$ cat config.mk
export PLATFORM = sky130hd
export DESIGN_NAME = muldiv_sequencer_flat
export DESIGN_NICKNAME = d
export VERILOG_FILES = /design/src/rtl/muldiv_pkg.sv /design/src/rtl/muldiv_sequencer_if.sv /design/src/rtl/muldiv_core.sv /design/src/rtl/muldiv_sequencer.sv /design/src/flat_wrapper.sv
export SDC_FILE = /design/constraint.sdc
export NUM_CORES = 1
export LEC_CHECK = 0
export CAP_MARGIN = 20
export CORE_ASPECT_RATIO = 1.75
export CORE_UTILIZATION = 61
export DETAILED_ROUTE_END_ITERATION = 10
export HOLD_SLACK_MARGIN = 0.12
export PLACE_DENSITY = 0.82
export SYNTH_ARGS = -nofsm -noshare
export SYNTH_HDL_FRONTEND = slang
export SYNTH_SLANG_ARGS = --single-unit
$ cat constraint.sdc
create_clock -name clk -period 4.5 [get_ports clk]
set_input_delay 0.9 -clock clk [delete_from_list [all_inputs] [get_ports clk]]
set_output_delay 0.9 -clock clk [all_outputs]
set_load 0.005 [all_outputs]
$ cat src/rtl/muldiv_pkg.sv
// Shared types and constants for the RV32M multiply/divide sequencer.
package muldiv_pkg;

    localparam int unsigned XLEN = 32;

    typedef enum logic [2:0] {
        OP_MUL    = 3'b000,
        OP_MULH   = 3'b001,
        OP_MULHSU = 3'b010,
        OP_MULHU  = 3'b011,
        OP_DIV    = 3'b100,
        OP_DIVU   = 3'b101,
        OP_REM    = 3'b110,
        OP_REMU   = 3'b111
    } muldiv_op_e;

    typedef enum logic [2:0] {
        ST_IDLE = 3'd0,
        ST_PREP = 3'd1,
        ST_CALC = 3'd2,
        ST_FIX  = 3'd3,
        ST_DONE = 3'd4
    } muldiv_state_e;

    localparam logic [XLEN-1:0] DIV_ZERO_Q   = '1;
    localparam logic [XLEN-1:0] OVF_DIVIDEND = {1'b1, {(XLEN-1){1'b0}}};

    function automatic logic op_is_div(input muldiv_op_e op);
        return op[2];
    endfunction

endpackage

$ cat src/rtl/muldiv_sequencer_if.sv
// Execute-stage handshake between the pipeline and the multiply/divide sequencer.
interface muldiv_sequencer_if
    import muldiv_pkg::*;
#(
    parameter int unsigned WIDTH = XLEN
);
    logic             Start;
    logic [2:0]       Funct3;
    logic [WIDTH-1:0] SrcA;
    logic [WIDTH-1:0] SrcB;
    logic             Flush;
    logic             Busy;
    logic             Done;
    logic [WIDTH-1:0] Result;

    modport master (output Start, Funct3, SrcA, SrcB, Flush, input Busy, Done, Result);
    modport slave  (input Start, Funct3, SrcA, SrcB, Flush, output Busy, Done, Result);
endinterface

$ cat src/rtl/muldiv_core.sv
// Datapath for the iterative multiply/divide: shared accumulator, step logic,
// sign fixup and the Result register.
module muldiv_core
    import muldiv_pkg::*;
#(
    parameter int unsigned WIDTH = XLEN
) (
    input  logic             clk,
    input  logic             reset,
    input  logic             load,
    input  logic             step,
    input  logic             fix,
    input  muldiv_op_e       op,
    input  logic [WIDTH-1:0] src_a,
    input  logic [WIDTH-1:0] src_b,
    output logic             early,
    output logic [WIDTH-1:0] result
);

    logic [2*WIDTH-1:0] acc_q, acc_d;
    logic [WIDTH-1:0]   opnd_q, opnd_d;
    logic               sign_a_q, sign_a_d;
    logic               sign_b_q, sign_b_d;
    logic [WIDTH-1:0]   result_q, result_d;

    logic               is_div, neg_a, neg_b, div_zero, overflow;
    logic [WIDTH-1:0]   abs_a, abs_b, early_val, quo, rem, sel;
    logic [WIDTH:0]     mul_sum, div_trial;
    logic               div_borrow;
    logic [WIDTH-1:0]   div_rem;
    logic [2*WIDTH-1:0] mul_next, div_next, prod;

    always_comb begin
        is_div   = op_is_div(op);
        neg_a    = src_a[WIDTH-1] && (op inside {OP_MULH, OP_MULHSU, OP_DIV, OP_REM});
        neg_b    = src_b[WIDTH-1] && (op inside {OP_MULH, OP_DIV, OP_REM});
        abs_a    = neg_a ? -src_a : src_a;
        abs_b    = neg_b ? -src_b : src_b;
        div_zero = is_div && (src_b == '0);
        overflow = (op inside {OP_DIV, OP_REM}) && (src_a == OVF_DIVIDEND) && (src_b == '1);
        early    = div_zero || overflow;

        if (div_zero) early_val = (op inside {OP_DIV, OP_DIVU}) ? DIV_ZERO_Q : src_a;
        else          early_val = (op == OP_DIV) ? OVF_DIVIDEND : '0;

        // Multiply: partial product in the high half, multiplier shifts out of the low half.
        mul_sum  = {1'b0, acc_q[2*WIDTH-1:WIDTH]} + (acc_q[0] ? {1'b0, opnd_q} : '0);
        mul_next = {mul_sum, acc_q[WIDTH-1:1]};

        // Divide: remainder in the high half, quotient bits shift into the low half.
        div_trial  = {acc_q[2*WIDTH-1:WIDTH], acc_q[WIDTH-1]} - {1'b0, opnd_q};
        div_borrow = div_trial[WIDTH];
        div_rem    = div_borrow ? acc_q[2*WIDTH-2:WIDTH-1] : div_trial[WIDTH-1:0];
        div_next   = {div_rem, acc_q[WIDTH-2:0], ~div_borrow};

        prod = (sign_a_q ^ sign_b_q) ? -acc_q : acc_q;
        quo  = (sign_a_q ^ sign_b_q) ? -acc_q[WIDTH-1:0] : acc_q[WIDTH-1:0];
        rem  = sign_a_q ? -acc_q[2*WIDTH-1:WIDTH] : acc_q[2*WIDTH-1:WIDTH];

        case (op)
            OP_MUL:                      sel = prod[WIDTH-1:0];
            OP_MULH, OP_MULHSU, OP_MULHU: sel = prod[2*WIDTH-1:WIDTH];
            OP_DIV, OP_DIVU:             sel = quo;
            default:                     sel = rem;
        endcase

        acc_d    = acc_q;
        opnd_d   = opnd_q;
        sign_a_d = sign_a_q;
        sign_b_d = sign_b_q;
        result_d = result_q;
        if (load) begin
            acc_d    = {{WIDTH{1'b0}}, (is_div ? abs_a : abs_b)};
            opnd_d   = is_div ? abs_b : abs_a;
            sign_a_d = neg_a;
            sign_b_d = neg_b;
        end else if (step) begin
            acc_d = is_div ? div_next : mul_next;
        end
        if (fix) result_d = early ? early_val : sel;
    end

    always_ff @(posedge clk) begin
        if (reset) begin
            acc_q    <= '0;
            opnd_q   <= '0;
            sign_a_q <= 1'b0;
            sign_b_q <= 1'b0;
            result_q <= '0;
        end else begin
            acc_q    <= acc_d;
            opnd_q   <= opnd_d;
            sign_a_q <= sign_a_d;
            sign_b_q <= sign_b_d;
            result_q <= result_d;
        end
    end

    assign result = result_q;

endmodule

$ cat src/rtl/muldiv_sequencer.sv
// RV32M multi-cycle sequencer: FSM that stalls the pipeline and strobes the
// muldiv_core datapath through load, iterate and fixup phases.
module muldiv_sequencer
    import muldiv_pkg::*;
#(
    parameter int unsigned WIDTH = XLEN
) (
    input  logic              clk,
    input  logic              reset,
    muldiv_sequencer_if.slave bus
);

    localparam int unsigned CNT_W = $clog2(WIDTH) + 1;

    muldiv_state_e    state_q, state_d;
    logic [CNT_W-1:0] cnt_q, cnt_d;
    muldiv_op_e       op_q, op_d;
    logic [WIDTH-1:0] a_q, a_d, b_q, b_d;
    logic             load, step, fix, early;

    always_comb begin
        state_d = state_q;
        cnt_d   = cnt_q;
        op_d    = op_q;
        a_d     = a_q;
        b_d     = b_q;
        load    = 1'b0;
        step    = 1'b0;
        fix     = 1'b0;
        // Flush wins over everything, including a Start arriving in IDLE.
        if (bus.Flush) begin
            state_d = ST_IDLE;
        end else begin
            case (state_q)
                ST_IDLE: if (bus.Start) begin
                    op_d    = muldiv_op_e'(bus.Funct3);
                    a_d     = bus.SrcA;
                    b_d     = bus.SrcB;
                    state_d = ST_PREP;
                end
                ST_PREP: begin
                    load  = 1'b1;
                    cnt_d = '0;
                    fix   = early;
                    state_d = early ? ST_DONE : ST_CALC;
                end
                ST_CALC: begin
                    step  = 1'b1;
                    cnt_d = cnt_q + 1'b1;
                    if (cnt_q == CNT_W'(WIDTH - 1)) state_d = ST_FIX;
                end
                ST_FIX: begin
                    fix     = 1'b1;
                    state_d = ST_DONE;
                end
                default: state_d = ST_IDLE;
            endcase
        end
    end

    always_ff @(posedge clk) begin
        if (reset) begin
            state_q <= ST_IDLE;
            cnt_q   <= '0;
            op_q    <= OP_MUL;
            a_q     <= '0;
            b_q     <= '0;
        end else begin
            state_q <= state_d;
            cnt_q   <= cnt_d;
            op_q    <= op_d;
            a_q     <= a_d;
            b_q     <= b_d;
        end
    end

    muldiv_core #(.WIDTH(WIDTH)) u_core (
        .clk    (clk),
        .reset  (reset),
        .load   (load),
        .step   (step),
        .fix    (fix),
        .op     (op_q),
        .src_a  (a_q),
        .src_b  (b_q),
        .early  (early),
        .result (bus.Result)
    );

    assign bus.Busy = (state_q == ST_PREP) || (state_q == ST_CALC) || (state_q == ST_FIX);
    assign bus.Done = (state_q == ST_DONE);

endmodule

$ cat src/flat_wrapper.sv
// flat-port wrapper written by rule: the top's interface ports become plain ports
module muldiv_sequencer_flat import muldiv_pkg::*;
#(
    parameter int unsigned WIDTH = XLEN
)
  (clk, reset, bus_Start, bus_Funct3, bus_SrcA, bus_SrcB, bus_Flush, bus_Busy, bus_Done, bus_Result);
  muldiv_sequencer_if #(.WIDTH(WIDTH)) bus_i ();
  input  logic clk;
  input  logic reset;
  input wire logic [$bits(bus_i.Start)-1:0] bus_Start;
  input wire logic [$bits(bus_i.Funct3)-1:0] bus_Funct3;
  input wire logic [$bits(bus_i.SrcA)-1:0] bus_SrcA;
  input wire logic [$bits(bus_i.SrcB)-1:0] bus_SrcB;
  input wire logic [$bits(bus_i.Flush)-1:0] bus_Flush;
  output wire logic [$bits(bus_i.Busy)-1:0] bus_Busy;
  output wire logic [$bits(bus_i.Done)-1:0] bus_Done;
  output wire logic [$bits(bus_i.Result)-1:0] bus_Result;
  assign bus_i.Start = bus_Start;
  assign bus_i.Funct3 = bus_Funct3;
  assign bus_i.SrcA = bus_SrcA;
  assign bus_i.SrcB = bus_SrcB;
  assign bus_i.Flush = bus_Flush;
  assign bus_Busy = bus_i.Busy;
  assign bus_Done = bus_i.Done;
  assign bus_Result = bus_i.Result;
  muldiv_sequencer #(.WIDTH(WIDTH)) u_core (.clk(clk), .reset(reset), .bus(bus_i));
endmodule
==> flow_summary.yaml <==
route:
  first_pass_iters: 6
  viasPerCell: 6.68
  wl_per_cell_um: 22.8
  ant_nets: 0
  route.detailed.drc: 0
  routed_wl_um: 61000
  vias: 17900
  drt_iter0_markers: 1544
sta:
  relSlewSlack: 0.305
  hold_viol_final: 0
  worst_pin_slew_ns: 1.04
  finalClockSkew_ns: 0.0115
  fin_hold_ws_ns: 0.451
  fmax_mhz: 232
  maxSlewViolCount: 0
  rsz0062_at_grt: "no"
  min_period_ns: 4.32
  finalSetupTns_ns: 0
  setup_violations: 0
  min_period_over_period: 0.960
grt:
  grt_pass1_wl_um: 93700
  grtUsageTotal: 0.436
  antenna_found_initial: 0
  grt_max_degree: 74
  grt-ovfl-total: 0
  grt_pass1_vias: 17200
min_path:
  hold_path_class: "flip-flop to flip-flop"
  hold_start: "u_core.u_core.opnd_q[2]"
synthesis:
  ys_seq_area_frac: 0.250
  synth_warnings: 0
  synth_top_area_cell: "dfxtp_1"
  syn_inst: 2305
  syn-num-nets: 2448
  synth_area_leaders: "dfxtp_1 (25%), a21oi_1 (8.6%), nand2_1 (6.9%)"
  netlist_area_um2: 16500
  synth_edf_count: 0
  async_reset_ff_frac: 0
  synthFlopType: "dfxtp_1"
  synth.distinct_cells: 87
  synth.avg_cell_area_um2: 7.16
  ys_ff_latch: 206
  synth_top_area_share: 0.250
clock_tree:
  hold_buffers: 0
  htree_num_levels: 1
  cts_tree: "yes"
  cts.sinks: 206
  postCtsSetupBuffers: 0
  clk_latency_ns: 0.52
  cts_resized: 0
  cts_buffer_depth: 3
  cts-root-buf: "clkbuf_16"
  cts_buffers: 20
  path_clk_slew_ns: 0.07
floorplanning:
  die_w_um: 126
  start_util: 0.621
  ios: 105
  rows: 79
  core_area_um2: 26600
  die_h_um: 220
  die_area_um2: 27800
setup_path:
  startpoint_type: "flip-flop"
  r2r_start: "u_core.u_core.acc_q[34]"
  critPathKind: "flip-flop to flip-flop"
  crit_path_max_fanout: 11
  end_kind: "flip-flop"
  cp.arrival_ns: 4.70
  crit_required_ns: 4.88
  cp-startpoint: "u_core.u_core.acc_q[34]"
cells_and_area:
  final_layout_size_suffix_gt1_frac: 0.0713
  final_util: 0.702
  multi_input_area_um2: 11400
  nFillCells: 2322
  area_delta_synth_final_pct: 13.0
  num_antenna_cells: 0
  regArea_um2: 4130
  layout.nets: 2485
  finalInstanceArea_um2: 18700
pwr:
  p_leak_nw: 7.27
  power_per_cell_area_nw_per_um2: 272
  ir_worst_vdd_uv: 287
  fin_total_pwr_mw: 5.08
placed_design:
  portBuffers: 104
  gp_congestion: 1.06
  dpl_cell_area_um2: 17900
  dp_hpwl_um: 46000
run:
  cap_viol_max_count: 0
outcome:
  status: "completed"
==> critical path, cell delays in order, from the launching register on <==
cell and delay (ns):
dfxtp_1 0.53, ha_1 0.35, o211ai_1 0.19, a21oi_1 0.10
a2111oi_2 0.51, o31ai_1 0.13, buf_4 0.17, a2111oi_0 0.74
o211ai_1 0.21, o211ai_1 0.18, xnor2_2 0.15, buf_12 0.19
buf_12 0.15, mux2_2 0.26, a221oi_1 0.23, nor2_1 0.06
==> power by group <==
part | internal [mW] | total, mW | switching (mW)
Combinational | 0.479 | 1.20 | 0.718
Clock | 1.17 | 1.93 | 0.767
Sequential | 1.87 | 1.95 | 0.0808
Total | 3.51 | 5.08 | 1.57
==> cells in the mapped netlist, drive strengths merged, types with 4 or more instances <==
library cell / count
a221o: 4
a221oi: 6
a211oi: 38
buf: 34
xor2: 89
nor4: 20
a31o: 9
or4: 8
nand4: 33
o21ai: 167
or2: 5
nand3: 35
a21oi: 285
a311oi: 10
mux2i: 47
nand2b: 29
and2: 16
a22oi: 4
o41ai: 9
a222oi: 10
xnor2: 100
o31ai: 25
ha: 70
o21bai: 8
clkbuf: 130
mux4: 5
and3: 8
nand2: 302
nor3: 62
a2111oi: 4
mux2: 8
o22ai: 18
nor2: 252
nor2b: 12
o221ai: 15
a31oi: 21
dfxtp: 206
inv: 65
o211ai: 50
a21o: 28
or3: 16
==> cell families after synthesis <==
group / Yosys count / share of synthesized area
AND/OR/NAND/NOR: 807 / 0.220
AO/OA/AOI/OAI: 738 / 0.274
buffers and inverters: 233 / 0.0601
flip-flops: 206 / 0.250
XOR/XNOR: 189 / 0.100
adder cells (fa/ha/maj): 72 / 0.0555
multiplexers: 60 / 0.0408
==> area by class of cell <==
type,count,share of cell area
tap,324,0.0217
inverter,66,0.0133
clock buffer,26,0.0319
multi-input combinational,1866,0.613
timing repair buffer,182,0.0911
clock inverter,9,0.00825
sequential,206,0.221
==> cell usage in the layout (no fill, tap or decap), types with 10 or more instances in the layout <==
master	instances
o211ai_1	50
dfxtp_1	205
buf_4	73
xor2_1	88
nand4_1	32
mux2i_1	47
nand3_1	34
clkdlybuf4s50_1	103
inv_1	64
and2_1	14
a222oi_1	10
a311oi_1	10
a21oi_1	285
o221ai_1	15
o21ai_0	163
nor2_1	251
nor3_1	60
nor2b_1	12
a211oi_1	38
clkbuf_16	22
ha_1	70
xnor2_1	98
o31ai_1	25
or3_1	11
nand2b_1	28
o22ai_1	18
a31oi_1	21
nor4_1	18
a21o_1	27
nand2_1	301
==> final timing paths <==
| path | depth (start not counted) | slack, ns | endpoint |
|---|---|---|---|
| max | 15 | 0.18 | u_core.u_core.acc_q[0] |
| min | 2 | 0.45 | u_core.u_core.opnd_q[2] |
| max reg2reg | 15 | 0.18 | u_core.u_core.acc_q[0] |
| min reg2reg | 2 | 0.45 | u_core.u_core.opnd_q[2] |
==> metal layers <==
metal / part of all wire / global-route usage / wire length (um) / up-vias
met5: 0 / 0 / 0 / -
met1: 0.34 / 0.446 / 20900 / 8304
met4: 0.11 / 0.420 / 6450 / 0
met2: 0.47 / 0.747 / 28900 / 945
met3: 0.077 / 0.0796 / 4710 / 311
li1: - / - / - / 8330
==> per-stage QoR <==
step | setup WS [ns] | std cells
global placement | 0.353 | 2644
floorplan | 0.995 | 2305
global route | 0.00383 | 2679
detailed placement | 0.214 | 2644
finish | 0.180 | 2679
CTS | 0.189 | 2679
==> registers in the layout, indices dropped and copies added, names as in the netlist <==
signal and flops:
u_core.u_core.sign_a_q 1, u_core.b_q 32, u_core.state_q 3, u_core.u_core.acc_q 64, u_core.a_q 32, u_core.op_q 3
u_core.u_core.sign_b_q 1, u_core.u_core.opnd_q 32, u_core.cnt_q 6, u_core.u_core.result 32
No activity file was read; power rests on OpenSTA's default activity.
